<file path="src/rtl/uart_prog_loader.sv">
`default_nettype none
// ============================================================================
// uart_prog_loader: assembles UART bytes into little-endian words and writes
// them to instruction memory until an end marker or a word limit is reached.
// Revision: 1.0
// ============================================================================
module uart_prog_loader #(
    parameter logic [31:0] BASE_ADDR  = 32'h0000_0000,
    parameter logic [31:0] END_MARKER = 32'hDEADBEEF,
    parameter int          MAX_WORDS  = 4096
) (
    input  logic        clk,
    input  logic        Rst,
    input  logic        prog,
    input  logic [7:0]  rx_data,
    input  logic        rx_valid,
    input  logic        mem_ready,
    output logic [31:0] mem_addr,
    output logic [31:0] mem_wdata,
    output logic        mem_wen,
    output logic        busy,
    output logic        done,
    output logic [15:0] word_count,
    output logic        err_overflow
);

    typedef enum logic [1:0] {
        S_IDLE    = 2'd0,
        S_COLLECT = 2'd1,
        S_WRITE   = 2'd2,
        S_DONE    = 2'd3
    } state_t;

    state_t      state_q, state_d;
    logic [31:0] addr_q, addr_d;
    logic [31:0] wdata_q, wdata_d;
    logic        wen_q, wen_d;
    logic        done_q, done_d;
    logic [15:0] count_q, count_d;
    logic        ovf_q, ovf_d;
    logic [23:0] asm_q, asm_d;
    logic [1:0]  idx_q, idx_d;
    logic        skid_full_q, skid_full_d;
    logic [7:0]  skid_q, skid_d;

    logic        byte_vld;
    logic [7:0]  byte_val;
    logic [31:0] word_full;
    logic [15:0] count_inc;

    assign word_full = {byte_val, asm_q};
    assign count_inc = (count_q == 16'hFFFF) ? count_q : count_q + 16'd1;

    always_comb begin
        state_d     = state_q;
        addr_d      = addr_q;
        wdata_d     = wdata_q;
        wen_d       = wen_q;
        done_d      = done_q;
        count_d     = count_q;
        ovf_d       = ovf_q;
        asm_d       = asm_q;
        idx_d       = idx_q;
        skid_full_d = skid_full_q;
        skid_d      = skid_q;
        byte_vld    = 1'b0;
        byte_val    = 8'h00;

        case (state_q)
            S_IDLE: begin
                if (prog) begin
                    state_d     = S_COLLECT;
                    addr_d      = BASE_ADDR;
                    count_d     = 16'd0;
                    idx_d       = 2'd0;
                    done_d      = 1'b0;
                    ovf_d       = 1'b0;
                    skid_full_d = 1'b0;
                end
            end

            S_COLLECT: begin
                if (!prog) begin
                    state_d     = S_IDLE;
                    idx_d       = 2'd0;
                    skid_full_d = 1'b0;
                end else begin
                    // A held skid byte is older than anything on rx, so it goes first
                    // and a simultaneous rx byte takes its place in the skid.
                    if (skid_full_q) begin
                        byte_vld    = 1'b1;
                        byte_val    = skid_q;
                        skid_full_d = rx_valid;
                        if (rx_valid) skid_d = rx_data;
                    end else if (rx_valid) begin
                        byte_vld = 1'b1;
                        byte_val = rx_data;
                    end

                    if (byte_vld) begin
                        idx_d = idx_q + 2'd1;
                        case (idx_q)
                            2'd0:    asm_d[7:0]   = byte_val;
                            2'd1:    asm_d[15:8]  = byte_val;
                            2'd2:    asm_d[23:16] = byte_val;
                            default: begin
                                if (word_full == END_MARKER) begin
                                    state_d = S_DONE;
                                    done_d  = 1'b1;
                                end else begin
                                    state_d = S_WRITE;
                                    wdata_d = word_full;
                                    wen_d   = 1'b1;
                                end
                            end
                        endcase
                    end
                end
            end

            S_WRITE: begin
                if (!prog) begin
                    state_d     = S_IDLE;
                    wen_d       = 1'b0;
                    idx_d       = 2'd0;
                    skid_full_d = 1'b0;
                end else begin
                    if (rx_valid) begin
                        if (skid_full_q) begin
                            ovf_d = 1'b1;
                        end else begin
                            skid_full_d = 1'b1;
                            skid_d      = rx_data;
                        end
                    end
                    if (mem_ready) begin
                        wen_d   = 1'b0;
                        addr_d  = addr_q + 32'd4;
                        count_d = count_inc;
                        if ({16'd0, count_inc} == 32'(MAX_WORDS)) begin
                            state_d = S_DONE;
                            done_d  = 1'b1;
                        end else begin
                            state_d = S_COLLECT;
                        end
                    end
                end
            end

            default: begin
                if (!prog) state_d = S_IDLE;
            end
        endcase
    end

    always_ff @(posedge clk) begin
        if (Rst) begin
            state_q     <= S_IDLE;
            addr_q      <= BASE_ADDR;
            wdata_q     <= 32'd0;
            wen_q       <= 1'b0;
            done_q      <= 1'b0;
            count_q     <= 16'd0;
            ovf_q       <= 1'b0;
            asm_q       <= 24'd0;
            idx_q       <= 2'd0;
            skid_full_q <= 1'b0;
            skid_q      <= 8'd0;
        end else begin
            state_q     <= state_d;
            addr_q      <= addr_d;
            wdata_q     <= wdata_d;
            wen_q       <= wen_d;
            done_q      <= done_d;
            count_q     <= count_d;
            ovf_q       <= ovf_d;
            asm_q       <= asm_d;
            idx_q       <= idx_d;
            skid_full_q <= skid_full_d;
            skid_q      <= skid_d;
        end
    end

    assign mem_addr     = addr_q;
    assign mem_wdata    = wdata_q;
    assign mem_wen      = wen_q;
    assign busy         = (state_q == S_COLLECT) || (state_q == S_WRITE);
    assign done         = done_q;
    assign word_count   = count_q;
    assign err_overflow = ovf_q;

endmodule
`default_nettype wire

</file>
<file path="config.mk">
export PLATFORM = sky130hd
export DESIGN_NAME = uart_prog_loader
export DESIGN_NICKNAME = d
export VERILOG_FILES = /design/src/rtl/uart_prog_loader.sv
export SDC_FILE = /design/constraint.sdc
export NUM_CORES = 1
export LEC_CHECK = 0
export CAP_MARGIN = 25
export CORE_MARGIN = 1
export CORE_UTILIZATION = 35
export DETAILED_ROUTE_END_ITERATION = 10
export GPL_TIMING_DRIVEN = 1
export PLACE_DENSITY = 0.65
export SETUP_SLACK_MARGIN = 0.4
export SYNTH_ARGS = -nofsm -noshare
export SYNTH_HDL_FRONTEND = slang
export SYNTH_SLANG_ARGS = --single-unit
</file>
<file path="constraint.sdc">
create_clock -name clk -period 8.8 [get_ports clk]
set_clock_uncertainty 0.2 [all_clocks]
set_input_delay 1.32 -clock clk [delete_from_list [all_inputs] [get_ports clk]]
set_output_delay 1.32 -clock clk [all_outputs]
set_load 0.01 [all_outputs]
</file>
# After elaboration in Yosys (flattened, before gate mapping)
# Cells that the tools add are included.
# totals
reg_bits	120
latchBits	0
ram_bits	0
rom_bits	0
out_inout_bits	84
wordCells	127
n_memories	0
# classes
addsub	3
mul	0
n_div	0
order_cmp	0
n_eq_ne	27
shifts	0
muxes	63
bitwise	2
reduce_logical	19
# ops
op	n
32-bit 2-to-1 mux	3
8-bit 2-to-1 mux	10
16-bit 2-to-1 mux	4
32-bit one-hot mux with 2 select lines	1
32-bit by 3-bit adder with 32-bit output (second input constant)	1
32-bit == test (second input constant)	1
16-bit one-hot mux with 2 select lines	1
2-bit != test (second input constant)	15
1-bit 2-to-1 mux	26
2-bit 2-to-1 mux	11
4-bit AND reduction	5
16-bit by 1-bit adder with 16-bit output (second input constant)	1
16-bit by 13-bit == test with 1-bit output (second input constant)	1
16-bit == test (second input constant)	1
8-bit one-hot mux with 2 select lines	1
5-bit AND reduction	3
3-bit != test (second input constant)	4
2-bit one-hot mux with 3 select lines	2
9-bit AND reduction	1
7-bit AND reduction	1
1-bit one-hot mux with 3 select lines	2
6-bit AND reduction	1
2-bit by 1-bit == test with 1-bit output (second input constant)	2
2-bit == test (second input constant)	2
10 further kinds	14

# Logic depth before layout (Yosys ltp)
# Gate-level depths: netlist of run 1.
# logic_depth
word_depth	10
mapped_depth	12
depth_no_buf	9

# Worst setup path before layout of run 1
# Ideal clock, no wire load.
# synth_path
kind	input -> register
start	in rx_valid
end	reg wdata_q[0], in the netlist mem_wdata[0]
t_arrival_ns	3.082
t_required_ns	8.472
setup_slack_ns	5.390
path_stages	8
n_path_buf	2
path_cell_list	clkbuf_1 > and3b_1 > o221ai_1 > or4b_1 > o211ai_2 > buf_4 > mux2i_1 > nor2_1
# synth_between
elab_chain_len	7
# synth_lines
element	line_no	rtl
from (decl)	16	input logic rx_valid,
8-bit 2-to-1 mux	95	end else if (rx_valid) begin
8-bit 2-to-1 mux	90	if (skid_full_q) begin
8-bit 2-to-1 mux	83	if (!prog) begin
8-bit 2-to-1 mux	69	case (state_q)
32-bit == test	107	if (word_full == END_MARKER) begin
1-bit inverter (no line)	-	
5-bit AND reduction (no line) *	-	
to (signal assigned)	172	wdata_q <= wdata_d;
to (decl)	36	logic [31:0] wdata_q, wdata_d;
# Mark *: on every way between the ends. The rest lies on a longest branch, timed or not. The select of a mux whose other input is x is not followed.
# A chain may end at the register's enable or synchronous reset.

# Final worst setup path of run 1
# layout_path
start	in prog
end	reg wen_q, in the netlist mem_wen
# layout_between
elab_chain_len	5
# layout_lines
element	line_no	rtl
from (decl)	14	input logic prog,
8-bit 2-to-1 mux	83	
8-bit 2-to-1 mux	69	
32-bit == test	107	
2-bit != test (no line)	-	
6-bit AND reduction (no line)	-	
to (signal assigned)	173	wen_q <= wen_d;
to (decl)	37	logic wen_q, wen_d;
# Several ways; a longest one is shown, not always the timed one.

==> flow_summary.json, run 1 <==
{
  "gp_congestion": 0.898,
  "rows": 45,
  "period_minus_slack_ns": 4.44,
  "cp-start-kind": "input pin",
  "worst_hold_slack_ns": 0.290,
  "post-route-util_pct": 47.0,
  "clock.fmax_mhz": 225,
  "wirelength_um": 14300,
  "wl_met1_um": 6820,
  "grt_usage_pct": 18.0,
  "n_fill_cell": 1418,
  "max_slew_margin_pct": 36.7,
  "die_h_um": 128,
  "worst_setup_path_end_kind": "flip-flop",
  "start_util_pct": 36.1,
  "numCtsBuffers": 17,
  "synth-seq-cells": 118,
  "cts-htree-levels": 4,
  "die_w_um": 128,
  "cts_hold_buf": 0,
  "tns_ns": 0,
  "cts_tree": "yes",
  "wl_met3_um": 708,
  "wl_met2_um": 6530,
  "die-area_um2": 16300,
  "portBuffers": 94,
  "final-max-slew-violation-count": 0,
  "grt_overflow_total": 0,
  "cp_data_arrival_time_ns": 4.50,
  "synth_edf_count": 0,
  "grt_pass1_wl_um": 23400,
  "p_leak_nw": 2.55,
  "grt_max_degree": 92,
  "cts_setup_buffers": 0,
  "hp-class": "reg -> reg",
  "ant_nets": 0,
  "r2r_slack_ns": 5.27,
  "crit_type": "in -> reg",
  "path_clk_slew_ns": 0.06,
  "fin_nets": 749,
  "insertion_delay_ns": 0.42,
  "rsz0062_at_grt": "no",
  "drc_errors": 0,
  "design.core.area_um2": 15300,
  "ir_worst_vdd_v": 0.000149,
  "status": "finished clean",
  "ioPinCount": 97,
  "antenna_found_initial": 0,
  "setup_viol": 0,
  "syn_area_um2": 5540,
  "top_layer": "met4",
  "wire_per_inst_um": 15.0,
  "drive_above_1_share_pct": 6.36,
  "netlist_instances": 651,
  "avgSynthCellArea_um2": 8.50,
  "final.period_utilization_pct": 50.5,
  "final_hold_viol_count": 0,
  "grt_pass1_vias": 4804,
  "syn_to_final_growth_pct": 30.2,
  "yosysSeqAreaShare_pct": 42.7,
  "clock_sinks": 118,
  "synthArstFlopShare_pct": 0,
  "vias": 5047,
  "drt_pass1_iterations": 5,
  "path_max_fanout": 33,
  "ys_warn_count": 0,
  "tightest_slew_ns": 0.950,
  "required_ns": 8.86,
  "clock_path_buffers": 2,
  "dp_hpwl_um": 9820,
  "drt_iter0_drc": 293,
  "drv_cap": 0,
  "ys_types": 63,
  "power_density_nw_per_um2": 211,
  "cts_resized": 0,
  "cts-root-buf": "clkbuf_16",
  "synth_flop_cell": "dfxtp_1",
  "routed_via_density": 5.31,
  "n_antenna_cell": 0
}
-- stage by stage --
step	std cells	cell area, um2	setup slack [ns]	power, W
after floorplan	652	5540	5.39	0.000725
final	950	7200	4.36	0.00152
after global placement	917	6560	4.07	0.000781
after CTS	949	7190	4.37	0.00152
after global routing	950	7200	4.15	0.00158
after detailed placement	917	6560	3.94	0.000788
-- path summary, 6_finish.rpt --
| check | endpoint | cells after the start | startpoint |
|---|---|---|---|
| worst max-delay path | mem_wen$_SDFFE_PP0P_ | 9 | prog |
| worst max register to register | mem_wen$_SDFFE_PP0P_ | 9 | state_q[0]$_SDFFE_PP0P_ |
| worst min-delay path | skid_q[1]$_SDFFE_PP0P_ | 2 | skid_q[1]$_SDFFE_PP0P_ |
| worst min register to register | skid_q[1]$_SDFFE_PP0P_ | 2 | skid_q[1]$_SDFFE_PP0P_ |
-- layout make-up --
class	instances	area, um2	share of cell area [%]
clock buffers	18	439	6.10
multi-input cells	479	2930	40.7
well taps	211	264	3.66
flip-flops and latches	118	2360	32.8
repair buffers	98	973	13.5
clock inverters	14	188	2.61
inverters	12	45.0	0.625
-- report_power, final --
group / switching (W) / leakage, nW / internal (W)
registers: 0.0000152 / 0.951 / 0.000549
clock network: 0.000270 / 0.305 / 0.000461
logic: 0.000139 / 1.29 / 0.0000828
-- routing by layer --
metal / up-vias / GRT usage, %
met5: - / 0
met4: 0 / 6.71
li1: 2481 / -
met2: 171 / 28.3
met3: 17 / 4.97
met1: 2378 / 23.5
-- sequential cells by signal, summed over array words and instances (netlist names) --
register and flops:
mem_wdata 32, mem_addr 30, asm_q 24, word_count 16
skid_q 8, idx_q 2, state_q 2, done 1
err_overflow 1, mem_wen 1, skid_full_q 1
-- cells by family after synthesis --
logic type	Yosys count	synth area share (%)
other	1	0.0677
flip-flops	118	42.7
multiplexers	35	6.42
buffers and inverters	55	4.63
AND/OR/NAND/NOR	271	24.3
adder cells (fa/ha/maj)	10	2.26
XOR/XNOR	24	3.80
AO/OA/AOI/OAI	137	15.9
-- layout by cell type (no fill, tap or decap), drive strengths merged, types with 4 or more instances in the layout --
cell           count
clkdlybuf4s50     93
mux2i             34
a211oi            28
o21ai             24
and3               9
a21oi             49
nand4             14
a31oi              6
nand3             14
nor4               8
nor2             116
dfxtp            118
ha                10
nor3              24
inv               19
and3b              5
xor2              15
clkbuf            18
nand4b             4
or3               12
a311oi             5
nand2             37
buf                5
xnor2              9
and2               6
nor2b              4
-- worst max-delay path, stage by stage --
cell	delay, ns
clkdlybuf4s50_1	0.80
nand2_1	0.37
a21oi_1	0.28
or4b_1	0.52
o211ai_4	0.40
buf_4	0.48
a21oi_1	0.13
a21oi_1	0.13
nor2_1	0.06
-- cell usage after synthesis, drive strengths merged (6+ instances only) --
library cell / n / area (um2)
and2: 6 / 37.5
nand4: 14 / 87.6
mux2i: 34 / 340
and3: 9 / 56.3
a211oi: 28 / 210
o21ai: 24 / 120
a21oi: 49 / 249
buf: 13 / 95.1
nand2: 37 / 139
or3: 12 / 75.1
nor3: 24 / 125
nor4: 8 / 56.3
nand3: 14 / 70.1
nor2: 116 / 435
inv: 12 / 45.0
ha: 10 / 125
dfxtp: 118 / 2360
xor2: 15 / 131
xnor2: 9 / 78.8
a31oi: 6 / 37.5
clkbuf: 30 / 116
No activity file was read; power rests on OpenSTA's default activity.
==> run 2: changes to the inputs <==
==> constraint.sdc (replaced) <==
create_clock -name clk -period 4.13 [get_ports clk]
set_clock_uncertainty 0.2 [all_clocks]
set_input_delay 0.6195 -clock clk [delete_from_list [all_inputs] [get_ports clk]]
set_output_delay 0.6195 -clock clk [all_outputs]
set_load 0.01 [all_outputs]
==> run 2 against run 1 <==
Sequential share of layout area down 0.080 points; core utilization up 0.11 points; highest routed layer unchanged; sequential power up 110%; flip-flop and latch count unchanged; first-iteration DRC count decreased by 8.9%; critical path depth shrank 1; final cell count rose by 0.63%; setup slack lost 3.5 ns; die area unchanged; non-clock buffer count up 6; largest cell class unchanged.
==> flow_summary.json, run 2 (synthesis results as in run 1) <==
{
  "status": "finished clean",
  "grt_pass1_wl_um": 23600,
  "path_max_fanout": 14,
  "die_h_um": 128,
  "cp_data_arrival_time_ns": 3.38,
  "drt_pass1_iterations": 5,
  "ff2ff_path_depth": 8,
  "largest_reg_flops": 32,
  "grt_usage_pct": 18.2,
  "period_minus_slack_ns": 3.32,
  "cp-start-kind": "input pin",
  "rsz0062_at_grt": "no",
  "tns_ns": 0,
  "design.core.area_um2": 15300,
  "r2r_slack_ns": 0.92,
  "cts-root-buf": "clkbuf_16",
  "clock.fmax_mhz": 301,
  "totalPowerFinal_w": 0.00318,
  "cts_hold_buf": 0,
  "setup_viol": 0,
  "vias": 5047,
  "drive_above_1_share_pct": 6.98,
  "reg2reg_from": "state_q[0]$_SDFFE_PP0P_",
  "startpoint": "rx_valid",
  "clock_sinks": 118,
  "gp_congestion": 0.897,
  "ioPinCount": 97,
  "path_clk_slew_ns": 0.05,
  "grt_max_degree": 80,
  "r2r_end": "mem_wdata[17]$_SDFFE_PP0P_",
  "max_slew_margin_pct": 44.0,
  "cts-htree-levels": 4,
  "cts_resized": 0,
  "final.period_utilization_pct": 80.3,
  "ir_worst_vdd_v": 0.000340,
  "drv_cap": 0,
  "drt_iter0_drc": 267,
  "p_leak_nw": 2.56,
  "tightest_slew_ns": 0.839,
  "portBuffers": 94,
  "layout_common_cells": "dfxtp_1, nor2_1, clkdlybuf4s50_1, a21oi_1, nand2_1",
  "n_antenna_cell": 0,
  "rows": 45,
  "worst_setup_path_end_kind": "flip-flop",
  "layout_commonest_cell": "dfxtp_1",
  "start_util_pct": 36.1,
  "fin_nets": 755,
  "required_ns": 4.19,
  "hp-class": "reg -> reg",
  "clock_path_buffers": 2,
  "cts_setup_buffers": 0,
  "crit_type": "in -> reg",
  "die_w_um": 128,
  "syn_to_final_growth_pct": 30.5,
  "grt_pass1_vias": 4615,
  "wire_per_inst_um": 15.0,
  "grt_overflow_total": 0,
  "hold_depth": 2,
  "routed_via_density": 5.28,
  "insertion_delay_ns": 0.42,
  "holdPathEnd": "mem_wdata[30]$_SDFFE_PP0P_",
  "dp_hpwl_um": 10000,
  "antenna_found_initial": 0,
  "min_from": "mem_wdata[30]$_SDFFE_PP0P_",
  "die-area_um2": 16300,
  "numCtsBuffers": 17,
  "wirelength_um": 14400,
  "power_density_nw_per_um2": 440,
  "final-max-slew-violation-count": 0,
  "drc_errors": 0,
  "final_hold_viol_count": 0,
  "cts_tree": "yes",
  "ant_nets": 0
}
## run 2: layout make-up
| cell class | count | area (um2) |
|---|---|---|
| clock inverters | 13 | 156 |
| fillers | 1521 | 8090 |
| repair buffers | 104 | 1020 |
| flip-flops and latches | 118 | 2360 |
| inverters | 12 | 45.0 |
| clock buffers | 19 | 443 |
| multi-input cells | 479 | 2930 |
| well taps | 211 | 264 |
## run 2: through the flow
| step | hold WS [ns] | instances | setup WS [ns] | area, um2 | util (%) |
|---|---|---|---|---|---|
| floorplan | 0.252 | 652 | 1.30 | 5540 | - |
| global placement | 0.275 | 923 | 0.552 | 6610 | 43.1 |
| detailed placement | 0.276 | 924 | 0.459 | 6620 | 43.2 |
| CTS | 0.289 | 956 | 0.895 | 7220 | 47.2 |
| global route | 0.326 | 956 | 0.667 | 7220 | 47.2 |
| finish | 0.285 | 956 | 0.812 | 7220 | 47.2 |
## run 2: critical path: stages
cell,delay (ns)
clkdlybuf4s50_1,0.78
and3b_1,0.23
a21oi_1,0.09
or4_1,0.64
nand4bb_1,0.27
o41ai_1,0.50
a21bo_2,0.20
a21oi_1,0.06
## run 2: how the worst max path moves through the flow
stage	cells past startpoint	end
5_1_grt	8	mem_wdata[17]$_SDFFE_PP0P_
3_3_place_gp	8	done$_SDFFE_PP0P_
4_1_cts	8	done$_SDFFE_PP0P_
2_1_floorplan	11	mem_addr[25]$_SDFFE_PP0P_
6_report	8	done$_SDFFE_PP0P_
3_5_place_dp	8	done$_SDFFE_PP0P_
## run 2: report_power, final
group | leakage (nW) | switching (W) | internal (W)
clock | 0.292 | 0.000531 | 0.000960
combinational | 1.32 | 0.000301 | 0.000187
sequential | 0.951 | 0.0000304 | 0.00117
total | 2.56 | 0.000861 | 0.00232
## run 2: metal layers
metal	track usage (%)	share of wire (%)
met3	4.01	4.1
met2	27.6	45
met1	25.4	49
met5	0	0
met4	6.02	1.3
